==> src/rtl/vx_gpr_ram_mp_if.sv <==
// Register-file bus: one masked write port, NUM_RPORTS read ports, clear/ready.
// The operand/writeback side uses master; the RAM uses slave.
interface vx_gpr_ram_mp_if #(
  parameter int DATAW      = 32,
  parameter int DEPTH      = 32,
  parameter int NUM_RPORTS = 2,
  parameter int WRENW      = 1,
  parameter int ADDRW      = $clog2(DEPTH)
);
  logic                          clear;
  logic                          ready;
  logic                          wren;
  logic [WRENW-1:0]              wmask;
  logic [ADDRW-1:0]              waddr;
  logic [DATAW-1:0]              wdata;
  logic [NUM_RPORTS-1:0]         rden;
  logic [NUM_RPORTS*ADDRW-1:0]   raddr;
  logic [NUM_RPORTS-1:0]         rvalid;
  logic [NUM_RPORTS*DATAW-1:0]   rdata;

  modport master (
    output clear, wren, wmask, waddr, wdata, rden, raddr,
    input  ready, rvalid, rdata
  );

  modport slave (
    input  clear, wren, wmask, waddr, wdata, rden, raddr,
    output ready, rvalid, rdata
  );
endinterface

==> src/rtl/vx_gpr_ram_mp.sv <==
// Multi-read-port GPR RAM: masked write, registered reads with optional
// write-first bypass, and a zeroing sweep after reset or on clear.
module vx_gpr_ram_mp #(
  parameter int DATAW      = 32,
  parameter int DEPTH      = 32,
  parameter int NUM_RPORTS = 2,
  parameter int WRENW      = 1,
  parameter int BYPASS     = 1,
  parameter int ADDRW      = $clog2(DEPTH)
) (
  input  logic               clk,
  input  logic               reset,   // asynchronous, active low
  vx_gpr_ram_mp_if.slave     bus
);
  localparam int LANEW = DATAW / WRENW;

  typedef enum logic {INIT, RUN} state_e;

  state_e                                 state_q;
  logic [ADDRW-1:0]                       cnt_q;
  logic [NUM_RPORTS-1:0]                  rvalid_q;
  logic [NUM_RPORTS-1:0][DATAW-1:0]       rdata_q;
  logic [DATAW-1:0]                       mem [DEPTH];

  logic                                   acc_ok;   // accesses honoured this cycle
  logic                                   wr_fire;
  logic [DATAW-1:0]                       wr_merged;
  logic [NUM_RPORTS-1:0]                  byp_hit;

  assign acc_ok    = (state_q == RUN) && !bus.clear;
  assign wr_fire   = acc_ok && bus.wren;
  assign bus.ready = (state_q == RUN);
  assign bus.rvalid = rvalid_q;
  assign bus.rdata  = rdata_q;

  // Merge masked lanes of wdata over the current entry; used for both write and bypass.
  always_comb begin
    wr_merged = mem[bus.waddr];
    for (int j = 0; j < WRENW; j++) begin
      if (bus.wmask[j]) wr_merged[j*LANEW +: LANEW] = bus.wdata[j*LANEW +: LANEW];
    end
  end

  // Per-port forwarding select: write and read hit the same entry this cycle.
  always_comb begin
    byp_hit = '0;
    for (int i = 0; i < NUM_RPORTS; i++) begin
      byp_hit[i] = (BYPASS != 0) && wr_fire && (bus.waddr == bus.raddr[i*ADDRW +: ADDRW]);
    end
  end

  // Sweep sequencer: INIT walks cnt over every entry, RUN waits for clear.
  always_ff @(posedge clk or negedge reset) begin
    if (!reset) begin
      state_q <= INIT;
      cnt_q   <= '0;
    end else begin
      case (state_q)
        INIT: begin
          if (bus.clear) begin
            cnt_q <= '0;
          end else begin
            cnt_q <= (cnt_q == ADDRW'(DEPTH-1)) ? '0 : cnt_q + 1'b1;
            if (cnt_q == ADDRW'(DEPTH-1)) state_q <= RUN;
          end
        end
        default: begin
          if (bus.clear) begin
            state_q <= INIT;
            cnt_q   <= '0;
          end
        end
      endcase
    end
  end

  // Storage: zero fill during the sweep, masked write in RUN; no reset on the array.
  always_ff @(posedge clk) begin
    if (state_q == INIT) mem[cnt_q] <= '0;
    else if (wr_fire)    mem[bus.waddr] <= wr_merged;
  end

  // Registered read ports; rdata holds when a port is idle.
  always_ff @(posedge clk or negedge reset) begin
    if (!reset) begin
      rvalid_q <= '0;
      rdata_q  <= '0;
    end else begin
      for (int i = 0; i < NUM_RPORTS; i++) begin
        rvalid_q[i] <= acc_ok && bus.rden[i];
        if (acc_ok && bus.rden[i]) begin
          rdata_q[i] <= byp_hit[i] ? wr_merged : mem[bus.raddr[i*ADDRW +: ADDRW]];
        end
      end
    end
  end
endmodule

==> src/flat_wrapper.sv <==
// flat-port wrapper written by rule: the top's interface ports become plain ports
module vx_gpr_ram_mp_flat 
#(
  parameter int DATAW      = 32,
  parameter int DEPTH      = 32,
  parameter int NUM_RPORTS = 2,
  parameter int WRENW      = 1,
  parameter int BYPASS     = 1,
  parameter int ADDRW      = $clog2(DEPTH)
)
  (clk, reset, bus_clear, bus_wren, bus_wmask, bus_waddr, bus_wdata, bus_rden, bus_raddr, bus_ready, bus_rvalid, bus_rdata);
  vx_gpr_ram_mp_if #(.DATAW(DATAW), .DEPTH(DEPTH), .NUM_RPORTS(NUM_RPORTS), .WRENW(WRENW), .ADDRW(ADDRW)) bus_i ();
  input  logic clk;
  input  logic reset;
  input wire logic [$bits(bus_i.clear)-1:0] bus_clear;
  input wire logic [$bits(bus_i.wren)-1:0] bus_wren;
  input wire logic [$bits(bus_i.wmask)-1:0] bus_wmask;
  input wire logic [$bits(bus_i.waddr)-1:0] bus_waddr;
  input wire logic [$bits(bus_i.wdata)-1:0] bus_wdata;
  input wire logic [$bits(bus_i.rden)-1:0] bus_rden;
  input wire logic [$bits(bus_i.raddr)-1:0] bus_raddr;
  output wire logic [$bits(bus_i.ready)-1:0] bus_ready;
  output wire logic [$bits(bus_i.rvalid)-1:0] bus_rvalid;
  output wire logic [$bits(bus_i.rdata)-1:0] bus_rdata;
  assign bus_i.clear = bus_clear;
  assign bus_i.wren = bus_wren;
  assign bus_i.wmask = bus_wmask;
  assign bus_i.waddr = bus_waddr;
  assign bus_i.wdata = bus_wdata;
  assign bus_i.rden = bus_rden;
  assign bus_i.raddr = bus_raddr;
  assign bus_ready = bus_i.ready;
  assign bus_rvalid = bus_i.rvalid;
  assign bus_rdata = bus_i.rdata;
  vx_gpr_ram_mp #(.DATAW(DATAW), .DEPTH(DEPTH), .NUM_RPORTS(NUM_RPORTS), .WRENW(WRENW), .BYPASS(BYPASS), .ADDRW(ADDRW)) u_core (.clk(clk), .reset(reset), .bus(bus_i));
endmodule
==> config.mk <==
export PLATFORM = sky130hd
export DESIGN_NAME = vx_gpr_ram_mp_flat
export DESIGN_NICKNAME = d
export VERILOG_FILES = /design/src/rtl/vx_gpr_ram_mp_if.sv /design/src/rtl/vx_gpr_ram_mp.sv /design/src/flat_wrapper.sv
export SDC_FILE = /design/constraint.sdc
export NUM_CORES = 2
export LEC_CHECK = 0
export BUFFER_PORTS_ARGS = -buffer_cell sky130_fd_sc_hd__buf_2
export CAP_MARGIN = 10
export CORE_MARGIN = 2
export CORE_UTILIZATION = 45
export DETAILED_ROUTE_END_ITERATION = 7
export PLACE_DENSITY_LB_ADDON = 0.25
export RECOVER_POWER = 100
export SYNTH_ARGS = -nofsm -noshare
export SYNTH_HDL_FRONTEND = slang
export SYNTH_SLANG_ARGS = --single-unit
==> constraint.sdc <==
create_clock -name clk -period 9.25 [get_ports clk]
set_input_delay 0.4625 -clock clk [delete_from_list [all_inputs] [get_ports clk]]
set_output_delay 0.4625 -clock clk [all_outputs]
set_load 0.005 [all_outputs]
==> flow_metrics.env <==
export IMPL_dieArea_mm2=0.1381
export IMPL_synth_largest_area_cell="edfxtp_1"
export IMPL_num_io_pins=121
export IMPL_synth_compound_area_frac=0.1036
export IMPL_cp_max_fo=40
export IMPL_p_int_mw=8.744
export IMPL_power_frac_seq=0.471
export IMPL_cp_data_arrival_time_ps=7390
export IMPL_drv_slew=715
export IMPL_whs_ps=150.0
export IMPL_cts_htree_levels=3
export IMPL_synth_xor_xnor_area_share=0.001152
export IMPL_row_count=134
export IMPL_core_area_mm2=0.1338
export IMPL_synth_edff_count=1024
export IMPL_period_needed_ps=6994
export IMPL_place_ws_ps=4823
export IMPL_overflow=0
export IMPL_path_common_cell="nand2_1"
export IMPL_skew_ps=28.18
export IMPL_drt_iter0_drc=7238
export IMPL_ys_ff_latch=1096
export IMPL_wl_per_cell_um=38.00
export IMPL_hold_end="u_core.bus.rvalid[1]$_DFF_PN0_"
export IMPL_vdd_drop_max_mv=0.1490
export IMPL_yosysMostFrequentCell="mux2i_1"
export IMPL_numClockSinks=1096
export IMPL_worstPathRequired_ps=9640
export IMPL_r2r_end="u_core.mem[15][24]$_DFFE_PP_"
export IMPL_synth_area_leaders="edfxtp_1, mux2i_1, mux4_2"
export IMPL_ys_types=55
export IMPL_portBuffers=120
export IMPL_synth_common_cells="mux2i_1, edfxtp_1, a22oi_1"
export IMPL_worst_slew_pin_transition_ps=4234
export IMPL_crit_chain="and3b_2 -> clkbuf_1 -> nand3_1 -> nand2_1 -> nand2_1 -> nor2_1 -> buf_4"
export IMPL_grt_pass1_wl_um=336200
export IMPL_synthAdderAreaFrac=0.0004114
export IMPL_syn_avg_cell_area_um2=13.43
export IMPL_synth_nets=4584
export IMPL_critical_path_class="reg -> reg"
export IMPL_power_share_clock=0.423
export IMPL_p_per_area_mw_per_mm2=175.0
export IMPL_antenna_left=0
export IMPL_cts_tree="built"
export IMPL_vias=46178
export IMPL_grt_max_degree=128
export IMPL_outcome="finished with violations"
export IMPL_synth_seq_area_share=0.5352
export IMPL_gp_congestion=0.8800
export IMPL_hold_viol=0
export IMPL_synth_mux_area_frac=0.2716
export IMPL_start_util=0.4546
export IMPL_nNetsFinal=4555
export IMPL_combinationalPowerShare=0.107
export IMPL_ys_flop_type="edfxtp_1"
export IMPL_p_sw_frac=0.2543
export IMPL_synth_top_family_by_area="multiplexers"
export IMPL_max_stage_delay_ps=2430
export IMPL_drive_above_1_share=0.1471
export IMPL_clock_path_buffers=3
export IMPL_holdPathStages=3
export IMPL_cts_buffers_inserted=118
export IMPL_reg2reg_from="u_core.bus.ready$_DFF_PN0_"
export IMPL_drc=0
export IMPL_fmax_mhz=143.0
export IMPL_endpoint_kind="register"
export IMPL_postLayoutCoreUtil=0.5009
export IMPL_crit_path_top_delay_cell="clkbuf_1"
export IMPL_setup_viol=0
export IMPL_grt_usage=0.3434
export IMPL_worst_slack_ps=2256
export IMPL_violations="max-capacitance violations, max-slew violations"
export IMPL_hp_class="in -> reg"
export IMPL_async_reset_ff_frac=0.06569
export IMPL_synth_top_area_share=0.5056
export IMPL_cts_root_buf="clkbuf_16"
export IMPL_dp_hpwl_um=135000
export IMPL_power_switching_mw=2.983
export IMPL_die_height_um=371.6
export IMPL_min_from="bus_rden[1]"
export IMPL_cts_clk_slew_worst_paths_ps=60
export IMPL_finalWirelength_um=242200
export IMPL_die_w_um=371.6
export IMPL_worst_setup_path_start_kind="register"
export IMPL_antenna_found_initial=14
export IMPL_via_per_inst=7.245
export IMPL_drt_first_pass_iters=6
export IMPL_reg2reg_setup_slack_ps=2260
export IMPL_insertion_delay_ps=770
export IMPL_netlist_instances=4528
export IMPL_yosys_warnings=0
export IMPL_tns_ps=0
export IMPL_r2r_worst_path_cells=7
export IMPL_period_share=0.7561
export IMPL_grt_pass1_vias=44454
export IMPL_leakage_nw=25.67
export IMPL_synth_simple_area_share=0.05776
export IMPL_cap_violations=33
export IMPL_syn_area_mm2=0.06082
export IMPL_rsz0062_at_grt="false"
export IMPL_area_delta_synth_final_pct=10.18
export IMPL_postCtsSetupBuffers=0
export IMPL_p_total_mw=11.73
export IMPL_nFillCells=11433
export IMPL_relSlewSlack=-1.823
## power by group through the flow
| stage | clock network (mW) | registers [mW] | logic [mW] |
|---|---|---|---|
| global route | 5.16 | 5.52 | 1.28 |
| detailed placement | 0 | 5.61 | 1.22 |
| CTS | 4.97 | 5.51 | 1.22 |
| finish | 4.96 | 5.52 | 1.25 |
| global placement | 0 | 5.61 | 1.21 |
| floorplan | 0 | 5.58 | 0.757 |
## registers in the layout, indices dropped and copies added (netlist names)
register and flops:
u_core.bus.rvalid 2, u_core.bus.ready 1, u_core.mem 1024, u_core.cnt_q 5, u_core.bus.rdata 64
## worst max path at each step
stage | depth (start not counted) | slack [ps] | startpoint | end
after CTS | 7 | 5150 | u_core.bus.ready$_DFF_PN0_ | u_core.mem[19][13]$_DFFE_PP_
after floorplan | 8 | 5630 | bus_waddr[0] | u_core.mem[11][0]$_DFFE_PP_
after global placement | 7 | 4870 | bus_waddr[1] | u_core.mem[19][24]$_DFFE_PP_
final | 7 | 2260 | u_core.bus.ready$_DFF_PN0_ | u_core.mem[15][24]$_DFFE_PP_
after global routing | 7 | 2510 | u_core.bus.ready$_DFF_PN0_ | u_core.mem[15][15]$_DFFE_PP_
after detailed placement | 7 | 4820 | bus_waddr[0] | u_core.mem[30][16]$_DFFE_PP_
## cell usage in the layout, fill, tap and decap left out, types with 48 or more instances in the layout
cell,synthesis,layout
buf_4,7,93
dfrtp_1,72,72
clkbuf_16,0,120
buf_2,169,58
edfxtp_1,1024,1024
mux2i_1,1118,1118
a22oi_1,479,479
mux2_2,75,75
nand2_1,236,234
mux4_2,198,198
nor2_1,108,85
nand4_1,64,64
nand3_1,201,201
a21oi_1,50,48
o21ai_0,114,125
clkbuf_1,195,111
## stage by stage
| stage | instances | instance area, um2 |
|---|---|---|
| after global placement | 6145 | 63520 |
| after floorplan | 4528 | 60820 |
| after detailed placement | 6145 | 63520 |
| final | 6374 | 67010 |
| after global routing | 6369 | 67000 |
| after CTS | 6365 | 67520 |
## metal layers
metal / vias to the layer above / routed length (um) / track usage
met5: - / 80 / 0
met4: 10 / 14100 / 0.1721
met3: 810 / 32330 / 0.1102
met2: 3755 / 105900 / 0.5145
met1: 23370 / 89760 / 0.4481
li1: 18233 / - / -
## layout make-up
| class | count | area, um2 | share of cell area |
|---|---|---|---|
| sequential | 1096 | 32550 | 0.4857 |
| multi-input combinational | 3008 | 26600 | 0.3969 |
| clock buffer | 146 | 3151 | 0.04701 |
| tap | 1768 | 2212 | 0.03301 |
| timing repair buffer | 256 | 1582 | 0.02360 |
| clock inverter | 72 | 823.3 | 0.01229 |
| inverter | 19 | 71.32 | 0.001064 |
| antenna | 9 | 22.52 | 0.0003361 |
## logic make-up after synthesis
group,count (synthesis)
DFF,1096
xor gates and xnor gates,8
buffers and inverters,424
and+or+nand+nor,732
muxes,1392
adders and majority gates,2
AOI/OAI and AO/OA,874
## repair_timing
item,CTS,global route
endpoints found under the setup margin,0,0
resized for setup,0,0
endpoints found under the hold margin,31,0
hold buffers,2,0
## worst max-delay path: cells and delay by family, from the launching register on
family	cells	cell delay, ps
flip-flops	1	730
buffers and inverters	2	3200
AND/OR/NAND/NOR	5	2630
Power figures use the tool's default switching activity.
